## src/rtl/ps2_kbd_pkg.sv

```systemverilog
// Shared types and constants for the PS/2 keyboard scan-code sequencer.
// Holds the one-hot parser states, the prefix byte values and the BCD helper.
package ps2_kbd_pkg;

    typedef enum logic [3:0] {
        ST_IDLE    = 4'b0001,
        ST_EXT     = 4'b0010,
        ST_BRK     = 4'b0100,
        ST_EXT_BRK = 4'b1000
    } state_t;

    localparam logic [7:0] PS2_EXT = 8'hE0;
    localparam logic [7:0] PS2_BRK = 8'hF0;

    typedef struct packed {
        logic [7:0] code;
        logic       ext;
        logic       brk;
    } evt_t;

    // Two-digit BCD increment; 99 wraps to 00.
    function automatic logic [7:0] bcd_inc(input logic [7:0] v);
        logic [7:0] r;
        if (v[3:0] == 4'd9) begin
            r[3:0] = 4'd0;
            r[7:4] = (v[7:4] == 4'd9) ? 4'd0 : v[7:4] + 4'd1;
        end else begin
            r[7:4] = v[7:4];
            r[3:0] = v[3:0] + 4'd1;
        end
        return r;
    endfunction

endpackage

```

## src/rtl/ps2_kbd_ctrl_if.sv

```systemverilog
// Byte-in / event-out bundle of the scan-code sequencer.
// slave is the sequencer itself; master is the receiver/consumer side.
interface ps2_kbd_ctrl_if;
    import ps2_kbd_pkg::*;

    logic [7:0] rx_data;
    logic       rx_valid;
    logic       rx_ready;
    logic       evt_valid;
    logic       evt_ready;
    logic [7:0] evt_code;
    logic       evt_ext;
    logic       evt_break;
    logic       key_valid;
    logic [7:0] key_code;
    logic       key_ext;
    logic [7:0] key_ascii;
    logic [7:0] press_cnt;
    logic       err;

    modport master (
        output rx_data, rx_valid, evt_ready,
        input  rx_ready, evt_valid, evt_code, evt_ext, evt_break,
               key_valid, key_code, key_ext, key_ascii, press_cnt, err
    );

    modport slave (
        input  rx_data, rx_valid, evt_ready,
        output rx_ready, evt_valid, evt_code, evt_ext, evt_break,
               key_valid, key_code, key_ext, key_ascii, press_cnt, err
    );

endinterface

```

## src/rtl/ps2_scan2ascii.sv

```systemverilog
// Combinational set-2 scan code to ASCII lookup: lowercase letters, main-row
// digits and space; anything else yields 0.
module ps2_scan2ascii (
    input  logic [7:0] code,
    output logic [7:0] ascii
);

    always_comb begin
        ascii = 8'h00;
        case (code)
            8'h1C: ascii = 8'h61;  8'h32: ascii = 8'h62;  8'h21: ascii = 8'h63;
            8'h23: ascii = 8'h64;  8'h24: ascii = 8'h65;  8'h2B: ascii = 8'h66;
            8'h34: ascii = 8'h67;  8'h33: ascii = 8'h68;  8'h43: ascii = 8'h69;
            8'h3B: ascii = 8'h6A;  8'h42: ascii = 8'h6B;  8'h4B: ascii = 8'h6C;
            8'h3A: ascii = 8'h6D;  8'h31: ascii = 8'h6E;  8'h44: ascii = 8'h6F;
            8'h4D: ascii = 8'h70;  8'h15: ascii = 8'h71;  8'h2D: ascii = 8'h72;
            8'h1B: ascii = 8'h73;  8'h2C: ascii = 8'h74;  8'h3C: ascii = 8'h75;
            8'h2A: ascii = 8'h76;  8'h1D: ascii = 8'h77;  8'h22: ascii = 8'h78;
            8'h35: ascii = 8'h79;  8'h1A: ascii = 8'h7A;
            8'h45: ascii = 8'h30;  8'h16: ascii = 8'h31;  8'h1E: ascii = 8'h32;
            8'h26: ascii = 8'h33;  8'h25: ascii = 8'h34;  8'h2E: ascii = 8'h35;
            8'h36: ascii = 8'h36;  8'h3D: ascii = 8'h37;  8'h3E: ascii = 8'h38;
            8'h46: ascii = 8'h39;
            8'h29: ascii = 8'h20;
            default: ascii = 8'h00;
        endcase
    end

endmodule

```

## src/rtl/ps2_kbd_ctrl.sv

```systemverilog
// PS/2 scan-code sequencer: parses E0/F0 prefixes, tracks the held key,
// drops typematic repeats, counts presses in BCD and emits make/break events.
module ps2_kbd_ctrl
    import ps2_kbd_pkg::*;
#(
    parameter int TIMEOUT_CYC = 1_000_000,
    parameter int TO_W        = 20
) (
    input  logic          clk,
    input  logic          rst,
    ps2_kbd_ctrl_if.slave bus
);

    localparam logic [TO_W-1:0] TO_LAST = TO_W'(TIMEOUT_CYC - 1);

    state_t          state_reg, state_next;
    logic [TO_W-1:0] to_cnt_reg, to_cnt_next;
    evt_t            evt_reg, evt_next;
    logic            evt_valid_reg, evt_valid_next;
    logic            key_valid_reg, key_valid_next;
    logic [7:0]      key_code_reg, key_code_next;
    logic            key_ext_reg, key_ext_next;
    logic [7:0]      press_cnt_reg, press_cnt_next;
    logic            err_reg, err_next;

    logic       rx_ready;
    logic       accept;
    logic       do_make;
    logic       do_brk;
    logic       ext_bit;
    logic       key_match;
    logic [7:0] lut_ascii;

    assign rx_ready  = ~evt_valid_reg | bus.evt_ready;
    assign accept    = bus.rx_valid & rx_ready;
    assign key_match = key_valid_reg && (key_ext_reg == ext_bit) && (key_code_reg == bus.rx_data);

    always_comb begin
        state_next     = state_reg;
        to_cnt_next    = to_cnt_reg;
        evt_next       = evt_reg;
        evt_valid_next = evt_valid_reg & ~bus.evt_ready;
        key_valid_next = key_valid_reg;
        key_code_next  = key_code_reg;
        key_ext_next   = key_ext_reg;
        press_cnt_next = press_cnt_reg;
        err_next       = 1'b0;
        do_make        = 1'b0;
        do_brk         = 1'b0;
        ext_bit        = 1'b0;

        if (accept) begin
            to_cnt_next = '0;
            case (state_reg)
                ST_IDLE: begin
                    if (bus.rx_data == PS2_EXT)      state_next = ST_EXT;
                    else if (bus.rx_data == PS2_BRK) state_next = ST_BRK;
                    else                             do_make = 1'b1;
                end
                ST_EXT: begin
                    if (bus.rx_data == PS2_BRK) begin
                        state_next = ST_EXT_BRK;
                    end else if (bus.rx_data == PS2_EXT) begin
                        err_next = 1'b1;
                    end else begin
                        do_make    = 1'b1;
                        ext_bit    = 1'b1;
                        state_next = ST_IDLE;
                    end
                end
                ST_BRK, ST_EXT_BRK: begin
                    ext_bit    = (state_reg == ST_EXT_BRK);
                    state_next = ST_IDLE;
                    if (bus.rx_data == PS2_EXT || bus.rx_data == PS2_BRK) err_next = 1'b1;
                    else                                                   do_brk   = 1'b1;
                end
                default: state_next = ST_IDLE;
            endcase
        end else if (state_reg != ST_IDLE) begin
            // A stalled prefix is abandoned so a lost byte cannot wedge the parser.
            if (to_cnt_reg == TO_LAST) begin
                err_next    = 1'b1;
                state_next  = ST_IDLE;
                to_cnt_next = '0;
            end else begin
                to_cnt_next = to_cnt_reg + 1'b1;
            end
        end else begin
            to_cnt_next = '0;
        end

        if (do_make && !key_match) begin
            key_valid_next = 1'b1;
            key_code_next  = bus.rx_data;
            key_ext_next   = ext_bit;
            press_cnt_next = bcd_inc(press_cnt_reg);
            evt_valid_next = 1'b1;
            evt_next       = '{code: bus.rx_data, ext: ext_bit, brk: 1'b0};
        end

        if (do_brk) begin
            evt_valid_next = 1'b1;
            evt_next       = '{code: bus.rx_data, ext: ext_bit, brk: 1'b1};
            if (key_match) begin
                key_valid_next = 1'b0;
                key_code_next  = 8'h00;
                key_ext_next   = 1'b0;
            end
        end
    end

    always_ff @(posedge clk or negedge rst) begin
        if (!rst) begin
            state_reg     <= ST_IDLE;
            to_cnt_reg    <= '0;
            evt_reg       <= '0;
            evt_valid_reg <= 1'b0;
            key_valid_reg <= 1'b0;
            key_code_reg  <= 8'h00;
            key_ext_reg   <= 1'b0;
            press_cnt_reg <= 8'h00;
            err_reg       <= 1'b0;
        end else begin
            state_reg     <= state_next;
            to_cnt_reg    <= to_cnt_next;
            evt_reg       <= evt_next;
            evt_valid_reg <= evt_valid_next;
            key_valid_reg <= key_valid_next;
            key_code_reg  <= key_code_next;
            key_ext_reg   <= key_ext_next;
            press_cnt_reg <= press_cnt_next;
            err_reg       <= err_next;
        end
    end

    ps2_scan2ascii u_scan2ascii (
        .code  (key_code_reg),
        .ascii (lut_ascii)
    );

    assign bus.rx_ready  = rx_ready;
    assign bus.evt_valid = evt_valid_reg;
    assign bus.evt_code  = evt_reg.code;
    assign bus.evt_ext   = evt_reg.ext;
    assign bus.evt_break = evt_reg.brk;
    assign bus.key_valid = key_valid_reg;
    assign bus.key_code  = key_code_reg;
    assign bus.key_ext   = key_ext_reg;
    assign bus.key_ascii = key_ext_reg ? 8'h00 : lut_ascii;
    assign bus.press_cnt = press_cnt_reg;
    assign bus.err       = err_reg;

endmodule

```

## src/flat_wrapper.sv

```systemverilog
// flat-port wrapper written by rule: the top's interface ports become plain ports
module ps2_kbd_ctrl_flat import ps2_kbd_pkg::*;
#(
    parameter int TIMEOUT_CYC = 1_000_000,
    parameter int TO_W        = 20
)
  (clk, rst, bus_rx_data, bus_rx_valid, bus_evt_ready, bus_rx_ready, bus_evt_valid, bus_evt_code, bus_evt_ext, bus_evt_break, bus_key_valid, bus_key_code, bus_key_ext, bus_key_ascii, bus_press_cnt, bus_err);
  ps2_kbd_ctrl_if bus_i ();
  input  logic clk;
  input  logic rst;
  input wire logic [$bits(bus_i.rx_data)-1:0] bus_rx_data;
  input wire logic [$bits(bus_i.rx_valid)-1:0] bus_rx_valid;
  input wire logic [$bits(bus_i.evt_ready)-1:0] bus_evt_ready;
  output wire logic [$bits(bus_i.rx_ready)-1:0] bus_rx_ready;
  output wire logic [$bits(bus_i.evt_valid)-1:0] bus_evt_valid;
  output wire logic [$bits(bus_i.evt_code)-1:0] bus_evt_code;
  output wire logic [$bits(bus_i.evt_ext)-1:0] bus_evt_ext;
  output wire logic [$bits(bus_i.evt_break)-1:0] bus_evt_break;
  output wire logic [$bits(bus_i.key_valid)-1:0] bus_key_valid;
  output wire logic [$bits(bus_i.key_code)-1:0] bus_key_code;
  output wire logic [$bits(bus_i.key_ext)-1:0] bus_key_ext;
  output wire logic [$bits(bus_i.key_ascii)-1:0] bus_key_ascii;
  output wire logic [$bits(bus_i.press_cnt)-1:0] bus_press_cnt;
  output wire logic [$bits(bus_i.err)-1:0] bus_err;
  assign bus_i.rx_data = bus_rx_data;
  assign bus_i.rx_valid = bus_rx_valid;
  assign bus_i.evt_ready = bus_evt_ready;
  assign bus_rx_ready = bus_i.rx_ready;
  assign bus_evt_valid = bus_i.evt_valid;
  assign bus_evt_code = bus_i.evt_code;
  assign bus_evt_ext = bus_i.evt_ext;
  assign bus_evt_break = bus_i.evt_break;
  assign bus_key_valid = bus_i.key_valid;
  assign bus_key_code = bus_i.key_code;
  assign bus_key_ext = bus_i.key_ext;
  assign bus_key_ascii = bus_i.key_ascii;
  assign bus_press_cnt = bus_i.press_cnt;
  assign bus_err = bus_i.err;
  ps2_kbd_ctrl #(.TIMEOUT_CYC(TIMEOUT_CYC), .TO_W(TO_W)) u_core (.clk(clk), .rst(rst), .bus(bus_i));
endmodule
```

## config.mk

```make
export PLATFORM = sky130hd
export DESIGN_NAME = ps2_kbd_ctrl_flat
export DESIGN_NICKNAME = d
export VERILOG_FILES = /design/src/rtl/ps2_kbd_pkg.sv /design/src/rtl/ps2_kbd_ctrl_if.sv /design/src/rtl/ps2_scan2ascii.sv /design/src/rtl/ps2_kbd_ctrl.sv /design/src/flat_wrapper.sv
export SDC_FILE = /design/constraint.sdc
export NUM_CORES = 1
export LEC_CHECK = 0
export CAP_MARGIN = 30
export CORE_MARGIN = 3
export CORE_UTILIZATION = 35
export CTS_CLUSTER_DIAMETER = 50
export DETAILED_ROUTE_END_ITERATION = 10
export PLACE_DENSITY = 0.52
export SKIP_CTS_REPAIR_TIMING = 1
export SYNTH_ARGS = -nofsm -noshare
export SYNTH_HDL_FRONTEND = slang
export SYNTH_SLANG_ARGS = --single-unit
```

## constraint.sdc

```tcl
create_clock -name clk -period 2.52 [get_ports clk]
set_input_delay 0.378 -clock clk [delete_from_list [all_inputs] [get_ports clk]]
set_output_delay 0.378 -clock clk [all_outputs]
set_load 0.05 [all_outputs]
```

==> reports/qor.txt, run 1 <==
Post-route cell area = 0.004783 mm2
Clk sinks = 54
CP max FO = 5
Setup CP Type = flop to output pin
Mapped Nets = 392
Vias per std cell = 5.158
Post-Route Utilization = 51.04%
Most common cell after layout, fill and taps aside = dfrtp_1
Final hold vios = 0
Buffer and inverter count on the worst path = 2
Leakage = 2.103 nW
Dpl hpwl = 6404 um
Async set or reset register ratio after synthesis = 100.0%
Pin count of the biggest net entering global routing = 41
DRT antenna net count = 0
Slew @ Worst Pin = 720.6 ps
Post-Syn Instances = 372
Row cnt = 35
Area growth syn-to-layout = 39.73%
Outcome = finished with violations
Worst Setup End Kind = output pin
Wire per inst = 15.43 um
Clk_lat worst skew = 300 ps
Simple-gate area share of the yosys netlist = 22.88%
Multiplexer area fraction after synthesis = 8.516%
Yosys warns = 0
Initial core utilization = 36.53%
Post-synthesis adder-cell area fraction = 2.924%
Slowest CP cell = dfrtp_2
Commonest non-fill, non-tap cells in the layout = dfrtp_1, buf_4, nor2_1
GRT Util Overall = 15.77%
Seq cells post-synth = 54
CP top delay family = compound AO/OA/AOI/OAI gates
Max Buffers Root-to-Sink = 2
CP max stage delay = 420 ps
GPL Wtd Cong = 0.8813
Number of max-cap violations = 0
M1 GR Usage = 22.37%
Synth top area cells = dfrtp_1, xor2_1, nor2_1
Final worst slack = -114.9 ps
Area leader, netlist = dfrtp_1
Max Slew Vio Count = 0
Mapped cell area = 0.003423 mm2
Post-synth EDFFs = 0
Compound-gate portion of the synthesized area = 13.41%
Total global routing overflow = 0
Met3 usage = 3.274%
Distinct cell type count after synthesis = 60
Worst hold path type = primary input to async pin
WL final = 9010 um
Setup crit start kind = flop
Peak VDD IR = 409.0 uV
Tmin final = 2635 ps
PwrDens = 1263 mW/mm2
Synth top area share = 38.74%
Die Footprint = 0.01100 mm2
Diodes inserted = 0
Skew final = 8.348 ps
Layout cell share with drive strength beyond 1 = 26.81%
RSZ-0062 raised after global routing = true
Top Ports = 51
Grt met2 use = 25.30%
Number of global-route vias before repair = 2,813
Nets = 474
Fin Hold WS = 35.47 ps
Synth Flop Type = dfrtp_1
Worst EP arrival = 2260 ps
Placement Cell Area = 0.004373 mm2
First drt pass iteration count = 4
Flop-to-flop setup slack = 120 ps
Antenna violations before repair = 0
Power Total = 6.043 mW
Failing checks = negative setup slack
# H-tree levels = 2
Port buffer count = 49
# setup viols final = 6
CP cell instances = clkinvlp_4 -> ha_2 -> o32ai_2 -> a221oi_2 -> o211ai_1 -> a21oi_1 -> a31oi_1 -> nor2_4 -> buf_12
DIE HEIGHT = 104.9 um
First-pass GRT wire length = 14,410 um
Die Wd = 104.9 um
TritonCTS buffer count = 5
Max FFs per register = 20
TritonCTS clock tree = done
GR peak layer = met2
Sequential element share of the synthesized area = 39.51%
Initial DRC count = 150
Largest family of logic cells by synthesized area = simple AND/OR/NAND/NOR gates
Core Footprint = 0.009371 mm2
Syn avg cell area = 9.202 um2
Part of the cycle the worst path needs = 104.6%
Critical Path RT = 2140 ps
CTS clk-pin slew, worst paths = 100 ps
Vias = 3,012
Slew HR = 51.35%
Setup WS pre-CTS = -581.3 ps
CTS root buffer = clkbuf_8
DRC Markers = 0
Synth Area in XOR/XNOR = 8.187%
Max Fclk = 379.5 MHz
cell families after synthesis:
| kind of cell | after synthesis |
|---|---|
| xor+xnor | 32 |
| flops | 54 |
| other cells | 1 |
| buf+inv | 36 |
| mux | 27 |
| fa+ha+maj | 8 |
| simple gates | 149 |
| compound gates | 65 |
final timing paths:
kind | startpoint | to | depth (start not counted)
worst max-delay path | u_core.bus.key_code[0] | bus_key_ascii[1] | 9
worst min-delay path | rst | u_core.bus.press_cnt[0] | 2
worst max register to register | u_core.bus.key_code[0] | u_core.bus.evt_code[0] | 7
worst min register to register | u_core.to_cnt_reg[0] | u_core.to_cnt_reg[0] | 1
max in group asynchronous | rst | u_core.to_cnt_reg[16] | 3
min in group clk | bus_rx_data[7] | u_core.bus.evt_code[7] | 3
layer usage:
metal	vias to the layer above	part of all wire (%)	wire length, um
met3	8	5.2	472
met2	77	47	4245
met4	0	0.82	74
li1	1493	-	-
met1	1434	47	4216
met5	-	0	0
Yosys cell counts (all sizes together) (2+ instances only):
| master | count |
|---|---|
| nand3 | 19 |
| a21oi | 13 |
| and4 | 3 |
| xor2 | 24 |
| mux2i | 13 |
| o2111ai | 3 |
| nor3 | 8 |
| o21ai | 12 |
| nor4 | 4 |
| nor2 | 45 |
| a211o | 2 |
| clkbuf | 18 |
| nor4b | 3 |
| a21o | 3 |
| nand3b | 2 |
| and2 | 5 |
| nand4 | 6 |
| a211oi | 3 |
| dfrtp | 53 |
| nand4b | 2 |
| inv | 11 |
| ha | 8 |
| o21bai | 4 |
| o311ai | 3 |
| o211ai | 4 |
| a31oi | 2 |
| buf | 7 |
| and3 | 11 |
| nor2b | 5 |
| mux2 | 14 |
| or3 | 4 |
| xnor2 | 8 |
| nand2 | 22 |
| a41o | 2 |
| nand2b | 6 |
| a32o | 2 |
where the power goes:
part / switching [mW] / internal [mW] / leakage [nW]
Combinational: 2.33 / 1.67 / 1.36
Clock: 0.293 / 0.327 / 0.0618
Sequential: 0.319 / 1.10 / 0.684
Total: 2.95 / 3.10 / 2.10
metrics by stage:
stage	instances	setup TNS, ps
2_1_floorplan	372	0
3_3_place_gp	562	-13670
3_5_place_dp	562	-14380
4_1_cts	570	-7019
5_1_grt	584	-997.5
6_report	584	-258.3
worst reg2reg max path, delay by kind of cell (launching register included):
| family | cells | cell delay [ps] |
|---|---|---|
| buffers and inverters | 1 | 150 |
| AO/OA/AOI/OAI | 2 | 770 |
| flip-flops | 1 | 450 |
| AND/OR/NAND/NOR | 2 | 430 |
| XOR/XNOR | 1 | 150 |
| multiplexers | 1 | 350 |
layout make-up:
cell class	count	area, um2
fillers	894	4588
multi-input cells	283	2128
flip-flops and latches	54	1361
repair buffers	98	954.7
well taps	129	161.4
clock buffers	6	82.58
inverters	11	48.80
clock inverters	2	38.79
repair inverters	1	7.507
No activity file was read; power rests on OpenSTA's default activity.
==> run 2, diff against run 1 <==
Settings changed: PLACE_DENSITY 0.52 to default.
==> reports/qor.txt, run 2 (synthesis results as in run 1) <==
Outcome = finished, final reports clean
Max Buffers Root-to-Sink = 2 (unchanged)
CP cell instances = buf_12 -> clkinvlp_4 -> buf_4 -> nor3_1 -> o21ai_0 -> o211a_1 -> o21bai_1 -> a21oi_4 -> buf_12
Initial DRC count = 127 (-15%)
Dpl hpwl = 6283 um (-1.9%)
DRT antenna net count = 0 (unchanged)
Core Footprint = 0.009371 mm2 (unchanged)
Internal cell power = 3.048 mW (-1.6%)
PwrDens = 1267 mW/mm2 (+0.28%)
Port buffer count = 49 (unchanged)
Die Footprint = 0.01100 mm2 (unchanged)
Part of the cycle the worst path needs = 99.96% (-4.6 points)
Diodes inserted = 0 (unchanged)
Clk_lat worst skew = 320 ps (+20 ps)
Worst EP arrival = 2140 ps (-120 ps)
GRT Util Overall = 15.56% (-0.21 points)
Clk network pwr share = 8.7% (-1.6 points)
Setup CP Type = flop to output pin
Tmin final = 2519 ps (-116.0 ps)
CTS clk-pin slew, worst paths = 100 ps (about the same)
First drt pass iteration count = 4 (unchanged)
TritonCTS clock tree = done
Wire per inst = 15.19 um (-1.5%)
Area growth syn-to-layout = 39.18%
Most common cell after layout, fill and taps aside = buf_4
Buffer and inverter count on the worst path = 4 (+2)
# H-tree levels = 2 (unchanged)
WL final = 8947 um (-0.70%)
# fillers = 883 (-1.2%)
Setup crit start kind = flop
Pin count of the biggest net entering global routing = 55 (+34%)
Skew final = 12.68 ps (+4.336 ps)
Post-route cell area = 0.004765 mm2 (-0.39%)
Fin Hold WS = 173.7 ps (+138.2 ps)
Critical Path RT = 2140 ps (about the same)
GPL Wtd Cong = 0.9025 (+2.4%)
Total global routing overflow = 0 (unchanged)
CP max stage delay = 400 ps (-20 ps)
# setup viols final = 0 (-6)
Power Total = 6.037 mW (-0.11%)
Slew HR = 53.31% (+2.0 points)
Vias = 3,072 (+2.0%)
TritonCTS buffer count = 5 (unchanged)
Worst Setup End Kind = output pin
Max Fclk = 397.0 MHz (+4.6%)
CP max FO = 25 (+20)
Initial core utilization = 36.53% (unchanged)
Max FFs per register = 20 (unchanged)
Final worst slack = 1.039 ps (+116.0 ps)
Top Ports = 51 (unchanged)
Vias per std cell = 5.216 (+1.1%)
Seq pwr share = 23.3% (-0.3 points)
Commonest non-fill, non-tap cells in the layout = buf_4, dfrtp_1, nor2_1
Post-Route Utilization = 50.84% (-0.20 points)
Clk sinks = 54 (unchanged)
Die Wd = 104.9 um (unchanged)
Max Slew Vio Count = 0 (unchanged)
CTS root buffer = clkbuf_8
First-pass GRT wire length = 14,190 um (-1.6%)
Leakage = 2.095 nW (-0.38%)
DIE HEIGHT = 104.9 um (unchanged)
DRC Markers = 0 (unchanged)
Sw power = 2.988 mW (+1.5%)
Setup WS pre-CTS = -582.7 ps (-1.323 ps)
Number of global-route vias before repair = 2,853 (+1.4%)
Final hold vios = 0 (unchanged)
Row cnt = 35 (unchanged)
Worst hold path type = primary input to async pin
Crit path top cell by count = buf_12
Switching Share = 49.51% (+0.77 points)
RSZ-0062 raised after global routing = true
Peak VDD IR = 533.5 uV (+30%)
Slowest CP cell = dfrtp_2
Slew @ Worst Pin = 700.3 ps (-20.35 ps)
Layout cell share with drive strength beyond 1 = 26.96% (+0.14 points)
Number of max-cap violations = 0 (unchanged)
Antenna violations before repair = 0 (unchanged)
Placement Cell Area = 0.004373 mm2 (unchanged)
Comb power frac = 68.0% (+1.8 points)
CP top delay family = buffers and inverters
Nets = 479 (+1.1%)
[run 2: cell types whose count changed in the layout (fill, tap and decap cells not counted), moves of 3 or more]
cell     before  now
mux2_4        6    1
buf_4        46   53
o21ai_0      10    7
o21ai_1       2    5
mux2_2        8   13
[run 2: per-layer routing]
layer	share of wire, %	routed length [um]	global-route usage, %
met5	0	0	0
met4	1.2	107	3.093
met3	4.6	408	3.274
met2	49	4355	26.21
met1	46	4076	20.70
[run 2: final timing paths]
path | to | startpoint | cells after the start | slack, ps
worst min register to register | u_core.to_cnt_reg[0] | u_core.to_cnt_reg[0] | 1 | 510
worst max-delay path | bus_key_ascii[6] | u_core.bus.key_code[3] | 9 | 1
max in group asynchronous | u_core.bus.key_code[2] | rst | 2 | 1800
worst max register to register | u_core.bus.evt_code[0] | u_core.bus.key_code[3] | 8 | 100
min in group clk | u_core.bus.evt_code[6] | bus_rx_data[6] | 3 | 500
worst min-delay path | u_core.to_cnt_reg[18] | rst | 2 | 170
[run 2: layout make-up]
type | count | area, um2 | share of cell area, %
Timing Repair Buffer | 104 | 992.2 | 20.82
Sequential cell | 54 | 1361 | 28.57
Clock buffer | 5 | 68.82 | 1.444
Clock inverter | 3 | 28.78 | 0.6040
Multi-Input combinational cell | 283 | 2102 | 44.12
Tap cell | 129 | 161.4 | 3.388
Inverter | 11 | 50.05 | 1.050
[run 2: metrics by stage]
stage | std cells | TNS, ps
finish | 589 | 0
global route | 589 | -526.9
CTS | 570 | -5274
detailed placement | 562 | -13780
global placement | 562 | -12620
floorplan | 372 | 0
[run 2: power groups by stage]
stage | logic (mW) | registers, mW | clock network, mW
after floorplan | 1.83 | 2.00 | 0
after global routing | 4.35 | 1.45 | 0.584
after CTS | 3.58 | 1.42 | 0.551
after global placement | 3.55 | 1.43 | 0
final | 4.10 | 1.41 | 0.526
after detailed placement | 3.57 | 1.44 | 0
==> run 3, diff against run 2 <==
Settings changed: CORE_UTILIZATION 35 to 50, CTS_BUF_LIST from default to sky130_fd_sc_hd__clkbuf_8, PLACE_DENSITY from default to 0.75, TNS_END_PERCENT from default to 20.
==> reports/qor.txt, run 3 (synthesis results as in run 1) <==
Outcome = finished with violations
Failing checks = negative setup slack
First-pass GRT wire length = 13,440 um (-5.3%)
Core Footprint = 0.006495 mm2 (-31%)
Area growth syn-to-layout = 35.71%
Placement Cell Area = 0.004263 mm2 (-2.5%)
Diodes inserted = 0 (unchanged)
Number of global-route vias before repair = 2,916 (+2.2%)
Metal2 WL = 4263 um (-2.1%)
Final hold vios = 0 (unchanged)
CP max FO = 6 (-76%)
Part of the cycle the worst path needs = 103.2% (+3.3 points)
TritonCTS buffer count = 5 (unchanged)
Reg2Reg Depth = 8 (unchanged)
DRT antenna net count = 0 (unchanged)
# H-tree levels = 2 (unchanged)
Tmin final = 2601 ps (+82.11 ps)
Fin Hold WS = 28.85 ps (-144.8 ps)
Reg-to-Reg End = u_core.bus.evt_code[5]
Most common cell after layout, fill and taps aside = dfrtp_1
PwrDens = 1280 mW/mm2 (+1.1%)
Slew @ Worst Pin = 645.6 ps (-54.64 ps)
Port buffer count = 49 (unchanged)
Met3 wire length = 525 um (+29%)
Worst EP arrival = 2220 ps (+80 ps)
Max FFs per register = 20 (unchanged)
Post-Route Utilization = 71.53% (+21 points)
Final TNS setup = -278.4 ps (-278.4 ps)
Max Fclk = 384.5 MHz (-3.2%)
Wl on met1 = 3930 um (-3.6%)
# setup viols final = 6 (+6)
Worst hold path type = primary input to async pin
Worst Setup End Kind = output pin
Initial core utilization = 52.71% (+16 points)
Final worst slack = -81.07 ps (-82.11 ps)
Total global routing overflow = 0 (unchanged)
CP startpoint = u_core.bus.key_code[0]
Setup crit start kind = flop
Initial DRC count = 247 (+94%)
DIE HEIGHT = 88.75 um (-15%)
RSZ-0062 raised after global routing = true
TritonCTS clock tree = done
Critical Path RT = 2140 ps (about the same)
Die Footprint = 0.007876 mm2 (-28%)
Vias per std cell = 5.992 (+15%)
Layout cell share with drive strength beyond 1 = 24.44% (-2.5 points)
CTS clk-pin slew, worst paths = 90 ps (about the same)
Post-route cell area = 0.004646 mm2 (-2.5%)
Row cnt = 29 (-17%)
Highest metal used = met4
Commonest non-fill, non-tap cells in the layout = dfrtp_1, nor2_1, buf_4
Peak VDD IR = 562.0 uV (+5.3%)
GPL Wtd Cong = 0.9126 (+1.1%)
DRC Markers = 0 (unchanged)
WL final = 8843 um (-1.2%)
Max Buffers Root-to-Sink = 2 (unchanged)
Number of max-cap violations = 0 (unchanged)
Clk_lat worst skew = 310 ps (about the same)
FF-to-FF Start = u_core.bus.key_code[0]
Setup CP Type = flop to output pin
Wire per inst = 16.78 um (+10%)
CTS root buffer = clkbuf_8
Top Ports = 51 (unchanged)
Leakage = 2.072 nW (-1.1%)
GRT Util Overall = 21.46% (+5.9 points)
Pin count of the biggest net entering global routing = 43 (-22%)
Dpl hpwl = 6105 um (-2.8%)
Slew HR = 56.41% (+3.1 points)
Nets = 469 (-2.1%)
CP endpoint = bus_key_ascii[0]
Antenna violations before repair = 0 (unchanged)
Die Wd = 88.75 um (-15%)
Skew final = 4.500 ps (-8.184 ps)
Flop-to-flop setup slack = 200 ps (+100 ps)
Max Slew Vio Count = 0 (unchanged)
Vias = 3,158 (+2.8%)
Clk sinks = 54 (unchanged)
First drt pass iteration count = 5 (+1)
[run 3: cell types whose count changed in the layout (fill, tap and decap cells not counted), moves of 3 or more]
| cell | before | now |
|---|---|---|
| buf_4 | 53 | 41 |
| o21ai_1 | 5 | 2 |
| mux2_4 | 1 | 6 |
| mux2_2 | 13 | 8 |
| o21ai_0 | 7 | 10 |
[run 3: per-stage QoR]
stage	power (mW)	setup WS [ps]	std cells
6_report	5.948	-81.07	527
5_1_grt	6.267	-274.6	527
4_1_cts	5.515	-346.4	512
3_5_place_dp	4.935	-654.8	504
3_3_place_gp	4.883	-488.8	504
2_1_floorplan	3.830	2.482	372
[run 3: final cells by class]
cell class / count / area (um2)
multi-input combinational: 283 / 2103
fill: 445 / 1849
clock buffer: 5 / 68.82
timing repair buffer: 93 / 917.1
clock inverter: 3 / 42.54
sequential: 54 / 1361
inverter: 11 / 48.80
tap: 77 / 96.34
timing repair inverter: 1 / 7.507
[run 3: worst min-delay path by stage]
stage	endpoint	slack (ps)	depth (start not counted)
2_1_floorplan	u_core.bus.err	80	0
3_3_place_gp	u_core.to_cnt_reg[0]	490	1
3_5_place_dp	u_core.bus.evt_code[0]	500	1
4_1_cts	u_core.bus.evt_code[1]	230	1
5_1_grt	u_core.to_cnt_reg[6]	40	2
6_report	u_core.bus.evt_code[3]	30	2
[run 3: power by group]
| part | total (mW) | internal [mW] | switching [mW] |
|---|---|---|---|
| clock network | 0.574 | 0.294 | 0.280 |
| logic | 3.92 | 1.61 | 2.31 |
| registers | 1.45 | 1.10 | 0.348 |
| total | 5.95 | 3.01 | 2.94 |
[run 3: worst max-delay path, cell delays in order (launching register included)]
cell and delay [ps]:
dfrtp_2 400, clkinvlp_4 170, ha_4 330, and2_1 170, o21ai_1 120, a21oi_1 140
nand2_1 70, a21o_1 190, a21oi_4 170, buf_12 150
[run 3: per-layer routing]
metal | vias up | global-route usage (%)
li1 | 1483 | -
met1 | 1540 | 29.41
met2 | 118 | 35.09
met3 | 17 | 3.911
met4 | 0 | 5.495
met5 | - | 0
